===== src/rtl/score_scheduler.sv =====
`default_nettype none
// ============================================================================
// Module   : score_scheduler
// Purpose  : Collision-event scheduler and score accumulator. Round-robin
//            arbitration of LANES colored hit sources into a small event FIFO,
//            drained one event per cycle into a saturating score register.
// Revision : 1.0 - initial release
// ----------------------------------------------------------------------------
// Ports
//   clk         in   system clock, rising-edge
//   rst_n       in   asynchronous active-low reset
//   hit_valid   in   [LANES]     per-lane event request (held until accepted)
//   hit_color   in   [2*LANES]   per-lane color, lane i at [2i+1:2i]
//   hit_ready   out  [LANES]     one-hot/zero accept
//   clear       in   synchronous new-game clear (score, FIFO, arbiter)
//   pause       in   stall FIFO drain
//   score       out  [SCORE_W]   current score
//   hiscore     out  [SCORE_W]   best score since reset (0 if feature off)
//   fifo_level  out  occupied FIFO entries
//   busy        out  FIFO non-empty
// Build option
//   SCORE_HISCORE_EN : when defined, builds the high-score register.
// ============================================================================
module score_scheduler #(
    parameter int LANES      = 4,
    parameter int FIFO_DEPTH = 4,
    parameter int SCORE_W    = 7,
    parameter int GREEN_PTS  = 2,
    parameter int BLUE_PTS   = 5,
    parameter int RED_PEN    = 3
) (
    input  logic                          clk,
    input  logic                          rst_n,
    input  logic [LANES-1:0]              hit_valid,
    input  logic [2*LANES-1:0]            hit_color,
    output logic [LANES-1:0]              hit_ready,
    input  logic                          clear,
    input  logic                          pause,
    output logic [SCORE_W-1:0]            score,
    output logic [SCORE_W-1:0]            hiscore,
    output logic [$clog2(FIFO_DEPTH):0]   fifo_level,
    output logic                          busy
);

    localparam int c_lw = (LANES > 1) ? $clog2(LANES) : 1;
    localparam int c_pw = $clog2(FIFO_DEPTH);

    localparam logic [c_lw-1:0]    c_last_lane = c_lw'(LANES - 1);
    localparam logic [c_pw:0]      c_depth     = (c_pw + 1)'(FIFO_DEPTH);
    localparam logic [SCORE_W:0]   c_green     = (SCORE_W + 1)'(GREEN_PTS);
    localparam logic [SCORE_W:0]   c_blue      = (SCORE_W + 1)'(BLUE_PTS);
    localparam logic [SCORE_W:0]   c_red       = (SCORE_W + 1)'(RED_PEN);

    // ------------------------------------------------------------------------
    // State
    // ------------------------------------------------------------------------
    logic [c_lw-1:0]    r_rr;
    logic [1:0]         r_mem [FIFO_DEPTH];
    logic [c_pw-1:0]    r_wptr;
    logic [c_pw-1:0]    r_rptr;
    logic [c_pw:0]      r_level;
    logic               r_busy;
    logic [SCORE_W-1:0] r_score;

    // ------------------------------------------------------------------------
    // Round-robin arbiter: first valid lane at or after r_rr, wrapping.
    // ------------------------------------------------------------------------
    logic [c_lw-1:0] w_gnt;
    logic [c_lw-1:0] w_cand;
    logic            w_found;

    always_comb begin
        w_found = 1'b0;
        w_gnt   = r_rr;
        w_cand  = r_rr;
        for (int i = 0; i < LANES; i++) begin
            if (!w_found && hit_valid[w_cand]) begin
                w_found = 1'b1;
                w_gnt   = w_cand;
            end
            w_cand = (w_cand == c_last_lane) ? '0 : w_cand + 1'b1;
        end
    end

    // Full is judged on the registered level only: a pop in the same cycle
    // does not open a slot for a push.
    logic w_full;
    logic w_empty;
    assign w_full  = (r_level == c_depth);
    assign w_empty = (r_level == '0);

    // rst_n gates the grant so no handshake can complete while reset is held.
    always_comb begin
        hit_ready = '0;
        if (rst_n && w_found && !w_full && !clear) begin
            hit_ready[w_gnt] = 1'b1;
        end
    end

    logic       w_accept;
    logic [1:0] w_color;
    logic       w_push;
    logic       w_pop;

    assign w_accept = |hit_ready;
    assign w_color  = hit_color[{w_gnt, 1'b0} +: 2];
    // Color 00 completes the handshake but carries no points, so it is
    // not queued.
    assign w_push   = w_accept && (w_color != 2'b00);
    assign w_pop    = !w_empty && !pause && !clear;

    always_ff @(posedge clk or negedge rst_n) begin
        if (!rst_n) begin
            r_rr <= '0;
        end else if (clear) begin
            r_rr <= '0;
        end else if (w_accept) begin
            r_rr <= (w_gnt == c_last_lane) ? '0 : w_gnt + 1'b1;
        end
    end

    // ------------------------------------------------------------------------
    // Event FIFO (color only)
    // ------------------------------------------------------------------------
    logic [c_pw:0] w_level_nxt;

    always_comb begin
        w_level_nxt = r_level;
        if (clear) begin
            w_level_nxt = '0;
        end else if (w_push && !w_pop) begin
            w_level_nxt = r_level + 1'b1;
        end else if (!w_push && w_pop) begin
            w_level_nxt = r_level - 1'b1;
        end
    end

    // Storage carries no reset; occupancy is tracked by the pointers/level.
    always_ff @(posedge clk) begin
        if (w_push) begin
            r_mem[r_wptr] <= w_color;
        end
    end

    always_ff @(posedge clk or negedge rst_n) begin
        if (!rst_n) begin
            r_wptr  <= '0;
            r_rptr  <= '0;
            r_level <= '0;
            r_busy  <= 1'b0;
        end else begin
            if (clear) begin
                r_wptr <= '0;
                r_rptr <= '0;
            end else begin
                if (w_push) r_wptr <= r_wptr + 1'b1;
                if (w_pop)  r_rptr <= r_rptr + 1'b1;
            end
            r_level <= w_level_nxt;
            r_busy  <= (w_level_nxt != '0);
        end
    end

    // ------------------------------------------------------------------------
    // Accumulator: one extra bit catches both overflow and borrow, so a set
    // top bit means "clamp" - to zero for a penalty, to max for a reward.
    // ------------------------------------------------------------------------
    logic [1:0]         w_head;
    logic [SCORE_W:0]   w_ext;
    logic [SCORE_W:0]   w_arith;
    logic [SCORE_W-1:0] w_scored;
    logic [SCORE_W-1:0] w_score_nxt;

    assign w_head = r_mem[r_rptr];
    assign w_ext  = {1'b0, r_score};

    always_comb begin
        case (w_head)
            2'b01:   w_arith = w_ext + c_green;
            2'b10:   w_arith = w_ext + c_blue;
            2'b11:   w_arith = w_ext - c_red;
            default: w_arith = w_ext;
        endcase
        w_scored = w_arith[SCORE_W-1:0];
        if (w_arith[SCORE_W]) begin
            w_scored = (w_head == 2'b11) ? '0 : '1;
        end
    end

    always_comb begin
        w_score_nxt = r_score;
        if (clear) begin
            w_score_nxt = '0;
        end else if (w_pop) begin
            w_score_nxt = w_scored;
        end
    end

    always_ff @(posedge clk or negedge rst_n) begin
        if (!rst_n) begin
            r_score <= '0;
        end else begin
            r_score <= w_score_nxt;
        end
    end

`ifdef SCORE_HISCORE_EN
    // Tracks the value score is about to take, so hiscore and score move on
    // the same edge. Only reset clears it; a new game keeps the record.
    logic [SCORE_W-1:0] r_hiscore;

    always_ff @(posedge clk or negedge rst_n) begin
        if (!rst_n) begin
            r_hiscore <= '0;
        end else if (w_score_nxt > r_hiscore) begin
            r_hiscore <= w_score_nxt;
        end
    end

    assign hiscore = r_hiscore;
`else
    assign hiscore = '0;
`endif

    assign score      = r_score;
    assign fifo_level = r_level;
    assign busy       = r_busy;

endmodule
`default_nettype wire


===== config.mk =====
export PLATFORM = sky130hd
export DESIGN_NAME = score_scheduler
export DESIGN_NICKNAME = d
export VERILOG_FILES = /design/src/rtl/score_scheduler.sv
export SDC_FILE = /design/constraint.sdc
export NUM_CORES = 1
export LEC_CHECK = 0
export BUFFER_PORTS_ARGS = -buffer_cell sky130_fd_sc_hd__buf_4
export CAP_MARGIN = 20
export CORE_MARGIN = 2
export CORE_UTILIZATION = 57
export CTS_CLUSTER_DIAMETER = 30
export DETAILED_ROUTE_END_ITERATION = 6
export PLACE_DENSITY_LB_ADDON = 0.08
export SLEW_MARGIN = 20
export SYNTH_ARGS = -nofsm -noshare
export SYNTH_HDL_FRONTEND = slang
export SYNTH_SLANG_ARGS = --single-unit

===== constraint.sdc =====
create_clock -name clk -period 4.8 [get_ports clk]
set_input_delay 0.96 -clock clk [delete_from_list [all_inputs] [get_ports clk]]
set_output_delay 0.96 -clock clk [all_outputs]
set_load 0.01 [all_outputs]

## Yosys cells after proc, flatten, opt, wreduce, memory -nomap -nowiden

Memory sizes are Yosys's and may differ from the RTL's.
Index checks and enable logic that the tools add are counted.

| word-level totals | value |
|---|---|
| memories kept | 1 |
| RAM bits | 8 |
| input port bits | 16 |
| bits in registers | 17 |

| cells by class | value |
|---|---|
| reductions and logical operators | 30 |
| eq/ne operators | 8 |
| multiplexer cells | 38 |
| magnitude comparators | 6 |
| shift operators | 1 |
| $add $sub $neg | 11 |

Memory list:

| memory | words | width | read ports | clocked after Yosys merged registers in | write ports | RTL line | text |
|---|---|---|---|---|---|---|---|
| r_mem | 4 | 2 | 1 | 0 | 1 | 58 | `logic [1:0] r_mem [FIFO_DEPTH];` |

Operators by type and width:

| cell | number |
|---|---|
| $mux W7 | 4 |
| $mux W2 | 13 |
| $pmux W8 S3 | 1 |
| $lt A2 B3 Y1 const B | 5 |
| $add A2 B1 Y2 const B | 6 |
| $eq A2 B2 Y1 const B | 6 |
| $logic_and A1 B1 Y1 | 12 |
| $mux W1 | 11 |
| $logic_not A1 Y1 | 9 |
| $mux W3 | 3 |
| $add A7 B2 Y8 const B | 1 |
| $add A7 B3 Y8 const B | 1 |
| $bmux W1 S2 | 4 |
| $reduce_bool A2 Y1 | 4 |
| $shiftx A8 B4 Y2 | 1 |
| $sub A7 B2 Y8 const B | 1 |
| $reduce_bool A5 Y1 | 1 |
| $mux W4 | 1 |
| $reduce_or A4 Y1 | 1 |
| $add A3 B1 Y3 const B | 1 |
| $eq A3 B3 Y1 const B | 1 |
| $logic_not A3 Y1 | 1 |
| $reduce_bool A3 Y1 | 1 |
| $sub A3 B1 Y3 const B | 1 |
| 4 further kinds | 4 |

## Longest topological paths before layout

| depth | value |
|---|---|
| depth after elaboration | 25 |
| depth in mapped cells | 15 |
| mapped depth without buffers | 13 |

## Least setup slack after synthesis

Ideal clock, no wire load.

| path | value |
|---|---|
| kind | input-to-reg |
| start | input hit_valid[1] |
| end | register r_busy, in the netlist busy |
| path slack | 0.580 ns |
| stages on the path | 12 |
| arrival time | 4.077 ns |
| path through | buf_2 > mux4_2 > o22a_1 > a2bb2oi_1 > or2_2 > clkbuf_1 > ha_1 > o41ai_1 > a211o_1 > nand2_1 > o311ai_1 > a41oi_1 |

| between the ends | value |
|---|---|
| longest elaborated chain between the ends | 25 |

RTL lines:

| element | RTL line | text |
|---|---|---|
| start: declaration | 34 | `input logic [LANES-1:0] hit_valid,` |
| $bmux W1 S2 | 77 | `if (!w_found && hit_valid[w_cand]) begin` |
| $mux W1 (implied by the code) | 77 |  |
| $mux W1 | 77 |  |
| $logic_not A1 Y1 | 77 |  |
| $logic_and A1 B1 Y1 | 77 |  |
| $mux W1 | 77 |  |
| $logic_not A1 Y1 | 77 |  |
| $logic_and A1 B1 Y1 | 77 |  |
| [... 9 more ...] | -- |  |
| $reduce_or A4 Y1 | 105 | `assign w_accept = \|hit_ready;` |
| $logic_and A1 B1 Y1 (*) | 109 | `assign w_push = w_accept && (w_color != 2'b00);` |
| $logic_not A1 Y1 | 133 | `end else if (!w_push && w_pop) begin` |
| $logic_and A1 B1 Y1 | 133 |  |
| $mux W3 | 133 |  |
| $mux W3 (*) | 131 | `end else if (w_push && !w_pop) begin` |
| $mux W3 (*) | 129 | `if (clear) begin` |
| $reduce_bool A3 Y1 (*) | 160 | `r_busy <= (w_level_nxt != '0);` |
| end signal: assignment | 160 |  |
| end: declaration | 62 | `logic r_busy;` |

Mark *: on every way between the ends. The rest lies on a longest branch, timed or not. The select of a mux whose other input is x is not followed.
A chain may end at the register's enable or synchronous reset.

## Worst setup path after layout

| path | value |
|---|---|
| start | register r_rr[1] |
| end | output hit_ready[2] |

| between the ends | value |
|---|---|
| longest elaborated chain between the ends | 17 |

RTL lines:

| element | RTL line | text |
|---|---|---|
| start: declaration | 57 | `logic [c_lw-1:0] r_rr;` |
| start signal: assignment | 118 | `r_rr <= (w_gnt == c_last_lane) ? '0 : w_gnt + 1'b1;` |
| branches (longest 16 deep; another with $lt A2 B3 Y1) | -- |  |
| $mux W4 (*) | 95 | `if (rst_n && w_found && !w_full && !clear) begin` |
| end: declaration | 36 | `output logic [LANES-1:0] hit_ready,` |

Mark *: on every way between the ends. The select of a mux whose other input is x is not followed.

==> impl_metrics.tcl <==
set metrics [dict create \
    grt_pass1_wl_um 7940 \
    cts_tree "built" \
    ctsRootBufferMaster "clkbuf_8" \
    crit_fanout 14 \
    cp_data_arrival_time_ns 3.46 \
    ys_async_sr_fraction_pct 68.0 \
    synth-seq-cells 25 \
    finalMaxSlewViolations 0 \
    postSynthCellCount 262 \
    rsz0062_at_grt "false" \
    ys.flop_type "dfrtp_1" \
    gr-total-overflow 0 \
    antenna_found_initial 0 \
    min_period_ns 4.42 \
    final_net_count 325 \
    slowest_stage "mux4_2" \
    design_area_um2 2600 \
    ys_seq_area_share_pct 28.7 \
    worstMarginPinSlew_ns 0.677 \
    via_count 1933 \
    crit_path_frequent_cell "ha_1" \
    hold_buffers 0 \
    top_usage_layer "met2" \
    cpPeakStageDelay_ns 0.64 \
    dpl.cell_count 335 \
    cap_viol_max_count 0 \
    hold_viol_final 0 \
    p_leak_nw 1.15 \
    synth_area_um2 2320 \
    clock_latency_ns 0.26 \
    layout-drive-gt1-share_pct 19.4 \
    timing.final.crit_share_pct 92.1 \
    required_ns 3.84 \
    die_x_um 67.8 \
    end_kind "output port" \
    rrSetupSlack_ns 0.49 \
    gp_congestion 0.917 \
    ctsResizeCount 0 \
    drtPass1Iterations 4 \
    slew_headroom_pct 54.9 \
    cts_num_sinks 25 \
    finClkSkew_ns 0.00728 \
    clock_path_buffers 2 \
    fmax_mhz 226 \
    start_util_pct 58.5 \
    synthTopCellsByCount "25 x nand2_1, 20 x nor2_1, 19 x ha_1, 17 x a21oi_1, 17 x dfrtp_1" \
    grt_pass1_vias 1753 \
    grt_util_met3_pct 3.29 \
    synth_edf_count 8 \
    yosys.area.top_type "dfrtp_1" \
    fp-row-count 23 \
    ys_types 61 \
    antenna_left 0 \
    drc_errors 0 \
    reg2reg_depth 11 \
    cts_setup_buffers 0 \
    coreArea_um2 3970 \
    antenna_cells 0 \
    synth.top_cell.area_share_pct 18.3 \
    yosysMostFrequentCell "nand2_1" \
    vias_per_cell 5.70 \
    peakVddDrop_v 0.000432 \
    crit_buf_inv 2 \
    synth_area_leaders "dfrtp_1 18%, edfxtp_1 10%, ha_1 10%" \
    path_depth 9 \
    hold_class "in2async" \
    instances_no_fill 339 \
    place_area_um2 2550 \
    reg2reg_from "r_rr[1]" \
    totalWireLength_um 4730 \
    dp_hpwl_um 3650 \
    timing.hold.ws_ns 0.552 \
    io_buffer_count 30 \
    wl_per_cell_um 14.0 \
    htreeDepth 1 \
    syn_avg_cell_area_um2 8.86 \
    grt_max_degree 20 \
    worstSetupPathType "reg2out" \
    cp_cell_sequence "ha_1 -> mux4_2 -> o22a_1 -> a2bb2oi_1 -> or2_2 -> inv_1 -> ha_1 -> and2_1 -> buf_4" \
    grt_usage_pct 22.3 \
    path_clk_slew_ns 0.08 \
    status "completed" \
    final-setup-viol-count 0 \
    met2_usage_pct 37.1 \
    met1_usage_pct 31.8 \
    r2r-end "busy" \
    area_growth_pct 12.0 \
    final_util_pct 65.5 \
    yosysWarnings 0 \
    tns_ns 0 \
    die-height_um 67.8 \
    path_delay_family "adder cells" \
    drtIter0Drc 196 \
    cts-buffers-inserted 3 \
    power.density_nw_per_um2 669 \
    start_kind "register" \
    ios 38 \
    die_area_um2 4600 \
]
[cells in the final DEF (no fill, tap or decap), types with 4 or more instances in the layout]
master / synthesis / layout
buf_4: 7 / 33
nand2_1: 25 / 25
nor2_1: 20 / 20
ha_1: 19 / 19
a21oi_1: 17 / 17
dfrtp_1: 17 / 17
inv_1: 16 / 16
o21ai_0: 11 / 11
and2_1: 9 / 9
xnor2_1: 9 / 9
edfxtp_1: 8 / 8
conb_1: 1 / 7
nand3_1: 6 / 6
xor2_1: 6 / 6
a221oi_1: 6 / 6
mux2i_1: 5 / 5
or2_2: 5 / 5
mux4_2: 4 / 4
nand2b_1: 4 / 4
[metal layers]
metal,vias up,part of all wire [%]
met4,0,0.51
met1,893,49
met5,-,0
met2,42,46
met3,2,4.1
li1,996,-
[cell families (layout without fill, tap and decap cells)]
family / after synthesis / in the layout / share of synthesized area (%)
buf+inv: 32 / 53 / 6.90
simple gates: 87 / 87 / 18.9
flops: 25 / 25 / 28.7
xor+xnor: 15 / 15 / 5.66
mux: 12 / 12 / 7.49
fa+ha+maj: 19 / 19 / 10.2
compound gates: 71 / 71 / 22.0
other cells: 1 / 7 / 0.161
[layout make-up]
cell class / instances / area [µm²]
Multi-Input combinational cell: 211 / 1520
Timing Repair Buffer: 33 / 248
Clock buffer: 4 / 45.0
Fill cell: 347 / 1370
Inverter: 16 / 60.1
Tap cell: 50 / 62.6
Sequential cell: 25 / 666
[per-stage QoR]
| stage | power, mW | setup WS [ns] |
|---|---|---|
| finish | 1.74 | 0.378 |
| global route | 1.91 | 0.143 |
| CTS | 1.75 | 0.398 |
| detailed placement | 1.62 | 0.511 |
| global placement | 1.60 | 0.623 |
| floorplan | 1.33 | 0.580 |
[report_power, final]
group	leakage (nW)	internal [mW]	switching [mW]
logic	0.823	0.545	0.700
clock network	0.0228	0.0592	0.0599
registers	0.301	0.305	0.0697
total	1.15	0.909	0.829
[worst register-to-register path: cells and delay by family (launching register included)]
kind	cells	cell delay, ns
adder cells (fa/ha/maj)	2	0.86
flip-flops	1	0.52
AND/OR/NAND/NOR	2	0.58
multiplexers	1	0.65
AO/OA/AOI/OAI	6	1.55
[sequential cells by signal, summed over array words and instances (netlist names)]
register / count
r_mem: 8
r_rptr: 2
r_rr: 2
fifo_level: 3
score: 7
busy: 1
r_wptr: 2
[worst max path at each step]
stage,startpoint,endpoint,slack [ns]
final,r_rr[1],hit_ready[2],0.38
after global routing,r_rr[1],hit_ready[2],0.14
after CTS,r_rr[1],hit_ready[2],0.40
after detailed placement,r_rr[1],busy,0.51
after global placement,r_rr[1],busy,0.62
after floorplan,hit_valid[1],busy,0.58
Note: power is estimated with default switching activity, not from simulation.
